`config.mk`:
```
export PLATFORM = sky130hd
export DESIGN_NAME = xbar_varlat_1_to_n
export DESIGN_NICKNAME = d
export VERILOG_FILES = /design/src/rtl/xbar_varlat_1_to_n.sv
export SDC_FILE = /design/constraint.sdc
export NUM_CORES = 1
export LEC_CHECK = 0
export BUFFER_PORTS_ARGS = -buffer_cell sky130_fd_sc_hd__buf_2
export CAP_MARGIN = 15
export CELL_PAD_IN_SITES_DETAIL_PLACEMENT = 1
export CELL_PAD_IN_SITES_GLOBAL_PLACEMENT = 1
export CORE_AREA = 2 2 159 161
export DETAILED_ROUTE_END_ITERATION = 10
export DIE_AREA = 0 0 161 163
export HOLD_SLACK_MARGIN = 0.05
export PLACE_DENSITY_LB_ADDON = 0.08
export SLEW_MARGIN = 20
export SYNTH_ARGS = -nofsm -noshare
export SYNTH_HDL_FRONTEND = slang
export SYNTH_SLANG_ARGS = --single-unit
```
`constraint.sdc`:
```
create_clock -name clk_i -period 5.85 [get_ports clk_i]
set_clock_uncertainty 0.1 [all_clocks]
set_input_delay 1.17 -clock clk_i [delete_from_list [all_inputs] [get_ports clk_i]]
set_output_delay 1.17 -clock clk_i [all_outputs]
set_load 0.03 [all_outputs]
```
`src/rtl/xbar_varlat_1_to_n.sv`:
```
// One OBI master fanned out to XBAR_NSLAVE slaves by address decode; an in-order index FIFO
// routes responses from variable-latency slaves. Define XBAR_VARLAT_ASSERT_EN for simulation checks.
module xbar_varlat_1_to_n #(
    parameter int XBAR_NSLAVE     = 2,
    parameter int NUM_RULES       = 1,
    parameter int MAX_OUTSTANDING = 4,
    localparam int IDX_WIDTH      = (XBAR_NSLAVE > 1) ? $clog2(XBAR_NSLAVE) : 1
) (
    input  logic                        clk_i,
    input  logic                        rst_i,
    input  logic [96*NUM_RULES-1:0]     addr_map_i,
    input  logic [IDX_WIDTH-1:0]        default_idx_i,
    input  logic                        m_req_i,
    input  logic                        m_we_i,
    input  logic [3:0]                  m_be_i,
    input  logic [31:0]                 m_addr_i,
    input  logic [31:0]                 m_wdata_i,
    output logic                        m_gnt_o,
    output logic                        m_rvalid_o,
    output logic [31:0]                 m_rdata_o,
    output logic [XBAR_NSLAVE-1:0]      s_req_o,
    output logic [XBAR_NSLAVE-1:0]      s_we_o,
    output logic [4*XBAR_NSLAVE-1:0]    s_be_o,
    output logic [32*XBAR_NSLAVE-1:0]   s_addr_o,
    output logic [32*XBAR_NSLAVE-1:0]   s_wdata_o,
    input  logic [XBAR_NSLAVE-1:0]      s_gnt_i,
    input  logic [XBAR_NSLAVE-1:0]      s_rvalid_i,
    input  logic [32*XBAR_NSLAVE-1:0]   s_rdata_i
);

    localparam int PTR_W = (MAX_OUTSTANDING > 1) ? $clog2(MAX_OUTSTANDING) : 1;
    localparam int CNT_W = $clog2(MAX_OUTSTANDING + 1);
    localparam logic [CNT_W-1:0] MAX_CNT  = CNT_W'(MAX_OUTSTANDING);
    localparam logic [PTR_W-1:0] LAST_PTR = PTR_W'(MAX_OUTSTANDING - 1);

    logic                 match_s;
    logic [31:0]          hit_idx_s;
    logic [IDX_WIDTH-1:0] sel_s;
    logic [IDX_WIDTH-1:0] head_s;
    logic                 full_s;
    logic                 empty_s;
    logic                 push_s;
    logic                 pop_s;
    logic                 head_rvalid_s;
    logic [31:0]          head_rdata_s;

    logic [IDX_WIDTH-1:0] fifo_q [MAX_OUTSTANDING];
    logic [PTR_W-1:0]     wptr_q, wptr_d;
    logic [PTR_W-1:0]     rptr_q, rptr_d;
    logic [CNT_W-1:0]     cnt_q, cnt_d;

    // Address decode: lowest-index matching rule wins, out-of-range targets fall back to default then 0.
    always_comb begin
        match_s   = 1'b0;
        hit_idx_s = 32'd0;
        for (int r = 0; r < NUM_RULES; r++) begin
            if (!match_s && (m_addr_i >= addr_map_i[96*r+32 +: 32]) && (m_addr_i < addr_map_i[96*r +: 32])) begin
                match_s   = 1'b1;
                hit_idx_s = addr_map_i[96*r+64 +: 32];
            end else begin
                match_s   = match_s;
                hit_idx_s = hit_idx_s;
            end
        end
        if (match_s && (hit_idx_s < 32'(XBAR_NSLAVE))) begin
            sel_s = hit_idx_s[IDX_WIDTH-1:0];
        end else if (32'(default_idx_i) < 32'(XBAR_NSLAVE)) begin
            sel_s = default_idx_i;
        end else begin
            sel_s = '0;
        end
    end

    assign full_s  = (cnt_q == MAX_CNT);
    assign empty_s = (cnt_q == '0);
    assign head_s  = fifo_q[rptr_q];

    assign s_we_o    = {XBAR_NSLAVE{m_we_i}};
    assign s_be_o    = {XBAR_NSLAVE{m_be_i}};
    assign s_addr_o  = {XBAR_NSLAVE{m_addr_i}};
    assign s_wdata_o = {XBAR_NSLAVE{m_wdata_i}};

    // Request path: forward only to the selected slave; rst_i also masks so nothing leaks during reset.
    always_comb begin
        for (int i = 0; i < XBAR_NSLAVE; i++) begin
            s_req_o[i] = m_req_i & ~full_s & ~rst_i & (sel_s == IDX_WIDTH'(i));
        end
        m_gnt_o = m_req_i & ~full_s & ~rst_i & s_gnt_i[sel_s];
    end

    // Response path: only the slave at the FIFO head may answer.
    always_comb begin
        head_rvalid_s = 1'b0;
        head_rdata_s  = 32'd0;
        for (int i = 0; i < XBAR_NSLAVE; i++) begin
            if (head_s == IDX_WIDTH'(i)) begin
                head_rvalid_s = s_rvalid_i[i];
                head_rdata_s  = s_rdata_i[32*i +: 32];
            end else begin
                head_rvalid_s = head_rvalid_s;
                head_rdata_s  = head_rdata_s;
            end
        end
        m_rvalid_o = ~empty_s & head_rvalid_s;
        m_rdata_o  = empty_s ? 32'd0 : head_rdata_s;
    end

    assign push_s = m_req_i & m_gnt_o;
    assign pop_s  = m_rvalid_o;

    // FIFO pointer/count next state; full and empty gate push/pop so count cannot wrap.
    always_comb begin
        wptr_d = wptr_q;
        rptr_d = rptr_q;
        cnt_d  = cnt_q;
        if (push_s) begin
            wptr_d = (wptr_q == LAST_PTR) ? '0 : wptr_q + PTR_W'(1);
        end else begin
            wptr_d = wptr_q;
        end
        if (pop_s) begin
            rptr_d = (rptr_q == LAST_PTR) ? '0 : rptr_q + PTR_W'(1);
        end else begin
            rptr_d = rptr_q;
        end
        case ({push_s, pop_s})
            2'b10:   cnt_d = cnt_q + CNT_W'(1);
            2'b01:   cnt_d = cnt_q - CNT_W'(1);
            default: cnt_d = cnt_q;
        endcase
    end

    // FIFO state registers.
    always_ff @(posedge clk_i or posedge rst_i) begin
        if (rst_i) begin
            wptr_q <= '0;
            rptr_q <= '0;
            cnt_q  <= '0;
            for (int i = 0; i < MAX_OUTSTANDING; i++) begin
                fifo_q[i] <= '0;
            end
        end else begin
            wptr_q <= wptr_d;
            rptr_q <= rptr_d;
            cnt_q  <= cnt_d;
            for (int i = 0; i < MAX_OUTSTANDING; i++) begin
                fifo_q[i] <= (push_s && (wptr_q == PTR_W'(i))) ? sel_s : fifo_q[i];
            end
        end
    end

`ifdef XBAR_VARLAT_ASSERT_EN
    xbar_varlat_1_to_n_chk #(
        .XBAR_NSLAVE (XBAR_NSLAVE),
        .IDX_WIDTH   (IDX_WIDTH)
    ) u_chk (
        .clk_i      (clk_i),
        .rst_i      (rst_i),
        .m_req_i    (m_req_i),
        .m_gnt_i    (m_gnt_o),
        .push_i     (push_s),
        .full_i     (full_s),
        .empty_i    (empty_s),
        .head_i     (head_s),
        .s_rvalid_i (s_rvalid_i)
    );
`endif

endmodule

`ifdef XBAR_VARLAT_ASSERT_EN
// Protocol checker for the fan-out; simulation only.
module xbar_varlat_1_to_n_chk #(
    parameter int XBAR_NSLAVE = 2,
    parameter int IDX_WIDTH   = 1
) (
    input  logic                   clk_i,
    input  logic                   rst_i,
    input  logic                   m_req_i,
    input  logic                   m_gnt_i,
    input  logic                   push_i,
    input  logic                   full_i,
    input  logic                   empty_i,
    input  logic [IDX_WIDTH-1:0]   head_i,
    input  logic [XBAR_NSLAVE-1:0] s_rvalid_i
);
    logic        pend_q;
    logic [63:0] cyc_q;

    // Cycle-by-cycle protocol checks.
    always_ff @(posedge clk_i or posedge rst_i) begin
        if (rst_i) begin
            pend_q <= 1'b0;
            cyc_q  <= 64'd0;
        end else begin
            cyc_q  <= cyc_q + 64'd1;
            pend_q <= m_req_i & ~m_gnt_i;
            if (push_i && full_i) $error("xbar: push while full, cycle %0d t=%0t", cyc_q, $time);
            if ((|s_rvalid_i) && empty_i) $error("xbar: rvalid while empty, cycle %0d t=%0t", cyc_q, $time);
            if (pend_q && !m_req_i) $error("xbar: req dropped before gnt, cycle %0d t=%0t", cyc_q, $time);
            for (int i = 0; i < XBAR_NSLAVE; i++) begin
                if (s_rvalid_i[i] && !empty_i && (head_i != IDX_WIDTH'(i)))
                    $error("xbar: rvalid from non-head slave %0d, cycle %0d t=%0t", i, cyc_q, $time);
            end
        end
    end
endmodule
`endif

```
### After elaboration in Yosys (flattened, before gate mapping)

Index checks and enable logic that the tools add are counted.

| storage, ports and cells | value |
|---|---|
| register bits after elaboration | 11 |
| input bits | 237 |
| output and inout bits | 174 |
| word-level logic and storage cells | 58 |

| operators by class | value |
|---|---|
| add/subtract/negate cells | 4 |
| $lt $le $gt $ge | 5 |
| equality and inequality tests | 7 |
| multiplexer cells | 14 |
| bitwise gates (word level) | 12 |
| reductions and logical operators | 9 |

Operators with widths:

| cell | count |
|---|---|
| $mux W32 | 3 |
| $ge A32 B32 Y1 | 1 |
| $lt A32 B2 Y1 const B | 1 |
| $lt A32 B32 Y1 | 1 |
| $eq A2 B2 Y1 const B | 4 |
| $and A1 B1 Y1 | 7 |
| $mux W1 | 7 |
| $logic_and A1 B1 Y1 | 6 |
| $pmux W3 S2 | 1 |
| $add A2 B1 Y2 const B | 2 |
| $eq A2 B1 Y1 const B | 2 |
| $mux W2 | 2 |
| $not A1 Y1 | 4 |
| $add A3 B1 Y3 const B | 1 |
| $eq A3 B3 Y1 const B | 1 |
| $ge A3 B3 Y1 const B | 1 |
| $logic_not A3 Y1 | 1 |
| $not A2 Y3 | 1 |
| $sub A3 B1 Y3 const B | 1 |
| $bmux W1 S2 | 1 |
| $logic_not A2 Y1 | 1 |
| $lt A1 B2 Y1 const B | 1 |
| $reduce_bool A2 Y1 | 1 |

### Longest topological paths before layout

| depth | value |
|---|---|
| depth after elaboration | 12 |
| gate-level depth with buffers | 17 |
| mapped depth without buffers | 16 |

### Worst setup path after synthesis

Ideal clock, no wire load.

| timing | value |
|---|---|
| kind | input -> output |
| start point | in addr_map_i[61] |
| end point | out s_req_o[1] |
| arrival time | 3257 ps |
| setup slack | 1323 ps |
| stages | 9 |
| buffers on the path | 0 |
| cell sequence | inv_1 -> ha_1 -> nand4_1 -> or4_1 -> nor2_1 -> o2bb2ai_1 -> o221ai_2 -> mux2_2 -> nor2b_1 |

| between the ends | value |
|---|---|
| longest elaborated chain between the ends | 7 |

RTL lines:

| what | line | RTL |
|---|---|---|
| from (decl) | 11 | `input logic [96*NUM_RULES-1:0] addr_map_i,` |
| $ge A32 B32 Y1 * | 57 | `if (!match_s && (m_addr_i >= addr_map_i[96*r+32 +: 32]) && (m_addr_i < addr_map_i[96*r +: 32])) begin` |
| $logic_and A1 B1 Y1 * | 57 |  |
| $mux W32 | 57 |  |
| $lt A32 B2 Y1 | 65 | `if (match_s && (hit_idx_s < 32'(XBAR_NSLAVE))) begin` |
| $logic_and A1 B1 Y1 | 65 |  |
| $mux W1 * | 65 |  |
| $and A1 B1 Y1 * | 86 | `s_req_o[i] = m_req_i & ~full_s & ~rst_i & (sel_s == IDX_WIDTH'(i));` |
| to (decl) | 21 | `output logic [XBAR_NSLAVE-1:0] s_req_o,` |

Mark *: on every way between the ends. The rest lies on a longest branch, timed or not.

### Worst setup path in the final report

| timing | value |
|---|---|
| start point | in m_addr_i[31] |
| end point | out m_gnt_o |

| between the ends | value |
|---|---|
| longest elaborated chain between the ends | 9 |

RTL lines:

| what | line | RTL |
|---|---|---|
| from (decl) | 16 | `input logic [31:0] m_addr_i,` |
| $ge A32 B32 Y1 or $lt A32 B32 Y1 (tied branches) | 57 |  |
| $logic_and A1 B1 Y1 * | 57 |  |
| $mux W32 | 57 |  |
| $lt A32 B2 Y1 | 65 |  |
| $logic_and A1 B1 Y1 | 65 |  |
| $mux W1 * | 65 |  |
| $mux W1 (implied by the code) * (2 in series) | 88 | `m_gnt_o = m_req_i & ~full_s & ~rst_i & s_gnt_i[sel_s];` |
| $and A1 B1 Y1 * | 88 |  |
| to (decl) | 18 | `output logic m_gnt_o,` |

Mark *: on every way between the ends. The rest lies on a longest branch, timed or not. The select of a mux whose other input is x is not followed.

==> results.sh <==
export IMPL_rows=58
export IMPL_post_cts_buffers=0
export IMPL_relSlewSlack_pct=30.8
export IMPL_seq_area_um2=275
export IMPL_dp_hpwl_um=14100
export IMPL_synth_edf_count=0
export IMPL_dr_pass1_iters=4
export IMPL_drcViolationCount=0
export IMPL_ys_flop_type="dfrtp_1"
export IMPL_grt_first_pass_wirelength_um=23000
export IMPL_grt_overflow=0
export IMPL_initial_utilization_pct=15.6
export IMPL_synth_distinct_cells=45
export IMPL_timing_final_crit_share_pct=86.0
export IMPL_reg2reg_slack_ns=2.54
export IMPL_antenna_found_initial=3
export IMPL_ctsResizeCount=0
export IMPL_cp_common_cell="buf_2"
export IMPL_rsz0062_at_grt="no"
export IMPL_drt_iter0_drc=63
export IMPL_fin_crit_ns=5.03
export IMPL_grtUsageTotal_pct=11.1
export IMPL_met1Wirelength_um=5780
export IMPL_drv_slew=0
export IMPL_clock_sinks=11
export IMPL_final_setup_viol_count=0
export IMPL_vias_per_cell=3.82
export IMPL_r2r_start="rptr_q[0]"
export IMPL_final_core_util_pct=19.5
export IMPL_wl_um=15500
export IMPL_avgSynthCellArea_um2=7.62
export IMPL_hp_class="reg2reg"
export IMPL_die_h_um=163
export IMPL_clk_latency_ns=0.23
export IMPL_combPwrFrac_pct=81.5
export IMPL_power_frac_seq_pct=10.2
export IMPL_cts_made_buffers=3
export IMPL_routabilityCongestion=0.837
export IMPL_cp_depth=10
export IMPL_r2r_end="cnt_q[2]"
export IMPL_slowest_stage="or4_1"
export IMPL_holdPathStages=1
export IMPL_cpPeakStageDelay_ns=0.64
export IMPL_ys_seq_elements=11
export IMPL_critPathRequiredTime_ns=4.58
export IMPL_drtAntennaViolNets=0
export IMPL_grt_max_degree=34
export IMPL_status="complete, no violations"
export IMPL_dieArea_mm2=0.0262
export IMPL_dieWidth_um=161
export IMPL_crit_chain="buf_2, ha_1, nand4_1, or4_1, nor2_1, o2bb2ai_1, o221ai_2, a211oi_2, or2_0, buf_2"
export IMPL_met3WireLength_um=1560
export IMPL_core_area_mm2=0.0247
export IMPL_clk_pin_slew_worst_paths_ns=0.04
export IMPL_crit_family="simple AND/OR/NAND/NOR gates"
export IMPL_top_layer="met4"
export IMPL_switching_share_pct=56.4
export IMPL_ctsRootBufferMaster="clkbuf_16"
export IMPL_critPathKind="in2out"
export IMPL_fin_setup_tns_ns=0
export IMPL_syn2layout_area_growth_pct=24.6
export IMPL_cap_violations=0
export IMPL_fmax_mhz=199
export IMPL_drive_above_1_share_pct=47.4
export IMPL_internal_power_mw=0.647
export IMPL_cp_arrival_ns=3.76
export IMPL_switchingPower_mw=0.836
export IMPL_vias=3816
export IMPL_hold_violations=0
export IMPL_path_buf_inv=2
export IMPL_syn_num_nets=813
export IMPL_hold_buffers=0
export IMPL_cts_max_level=1
export IMPL_critPathLaunch="m_addr_i[31]"
export IMPL_holdWs_ns=0.412
export IMPL_ios=411
export IMPL_worst_pin_slew_ns=1.04
export IMPL_portBuffers=299
export IMPL_synth_cells=506
export IMPL_syn_area_mm2=0.00385
export IMPL_crit_path_end_kind="output pin"
export IMPL_final_nets=973
export IMPL_critPathLaunchType="input pin"
export IMPL_multi_input_area_mm2=0.00223
export IMPL_cts_tree="done"
export IMPL_ys_seq_area_share_pct=7.14
export IMPL_p_clk_share_pct=8.4
export IMPL_power_density_mw_per_mm2=309
export IMPL_p_leak_nw=2.93
export IMPL_synth_async_reset_ratio_pct=100
export IMPL_endpoint="m_gnt_o"
export IMPL_routedWlPerCell_um=15.5
export IMPL_reg2reg_depth=9
export IMPL_wl_met2_um=8050
export IMPL_post_place_ws_ns=0.770
export IMPL_fillers=3098
export IMPL_worst_ir_drop_vdd_v=0.000126
export IMPL_worst_slack_ns=0.818
export IMPL_clockBufferDepth=2
export IMPL_grt_pass1_vias=4109
export IMPL_critical_path_max_fanout=5
export IMPL_ys_warnings_count=0
how the worst min path moves through the flow:
stage | endpoint | from | slack [ns]
2_1_floorplan | cnt_q[0] | cnt_q[0] | 0.36
3_3_place_gp | cnt_q[0] | cnt_q[0] | 0.42
3_5_place_dp | cnt_q[0] | cnt_q[0] | 0.41
4_1_cts | cnt_q[0] | cnt_q[0] | 0.42
5_1_grt | cnt_q[2] | cnt_q[2] | 0.45
6_report | cnt_q[0] | cnt_q[0] | 0.41
worst register-to-register path, cell delays in order (launching register included):
cell     delay (ns)
dfrtp_1        0.42
mux4_2         1.06
mux2i_1        0.19
nor2_1         0.33
ha_1           0.27
inv_1          0.07
fa_1           0.37
xor2_1         0.15
nor2_1         0.12
xor2_1         0.15
cell usage in the layout, fill, tap and decap left out, drive strengths merged, types with 4 or more instances in the layout:
master / netlist / layout
mux2: 5 / 5
nand4: 12 / 12
and4: 4 / 4
a21oi: 21 / 21
clkbuf: 7 / 4
mux2i: 34 / 34
ha: 69 / 69
nand2: 12 / 12
nand3: 4 / 4
nor2: 44 / 44
nor3: 4 / 4
o21ai: 12 / 12
a21o: 6 / 6
dfrtp: 11 / 11
a22oi: 5 / 5
nor4: 9 / 9
inv: 77 / 77
buf: 139 / 301
cells by family (layout without fill, tap and decap cells):
family / after synthesis / in the layout / share of synthesized area, %
buffers and inverters: 223 / 382 / 35.2
and+or+nand+nor: 97 / 97 / 12.3
adders and majority gates: 70 / 70 / 22.9
AOI/OAI and AO/OA: 62 / 62 / 10.7
muxes: 40 / 40 / 11.1
DFF: 11 / 11 / 7.14
xor gates and xnor gates: 3 / 3 / 0.682
other: 0 / 3 / 0
flip-flops by register name (all words and copies together) (netlist names):
name	flops
rptr_q	2
fifo_q	4
wptr_q	2
cnt_q	3
power by group through the flow:
stage          sequential [mW]  combinational [mW]  clock (mW)
2_1_floorplan            0.141               0.988           0
3_3_place_gp             0.151                1.23           0
3_5_place_dp             0.153                1.23           0
4_1_cts                  0.152                1.24       0.129
5_1_grt                  0.158                1.32       0.133
6_report                 0.151                1.21       0.124
layer usage:
metal | global-route usage [%] | up-vias
met3 | 3.18 | 16
met4 | 1.10 | 0
met1 | 11.9 | 1702
met5 | 0 | -
met2 | 22.2 | 210
li1 | - | 1888
cells in the mapped netlist, types with 5 or more instances:
| cell type | number | area, µm² |
|---|---|---|
| a21o_1 | 6 | 45.0 |
| a21oi_1 | 21 | 105 |
| a22oi_1 | 5 | 37.5 |
| buf_4 | 138 | 1040 |
| clkbuf_1 | 7 | 26.3 |
| dfrtp_1 | 11 | 275 |
| ha_1 | 69 | 863 |
| inv_1 | 77 | 289 |
| mux2i_1 | 34 | 340 |
| nand2_1 | 12 | 45.0 |
| nand4_1 | 12 | 75.1 |
| nor2_1 | 44 | 165 |
| nor4_1 | 9 | 56.3 |
| o21ai_0 | 12 | 60.1 |
final cells by class:
class,instances,area share (%)
Antenna cell,3,0.156
Inverter,77,6.02
Multi-Input combinational cell,272,46.4
Tap cell,330,8.60
Clock buffer,4,1.64
Timing Repair Buffer,301,31.5
Sequential cell,11,5.73
metrics by stage:
| stage | instances | area (µm²) | power (mW) |
|---|---|---|---|
| 4_1_cts | 995 | 4800 | 1.52 |
| 2_1_floorplan | 506 | 3850 | 1.13 |
| 3_3_place_gp | 991 | 4720 | 1.38 |
| 3_5_place_dp | 991 | 4720 | 1.39 |
| 6_report | 998 | 4800 | 1.48 |
| 5_1_grt | 996 | 4800 | 1.62 |
Power figures use the tool's default switching activity.
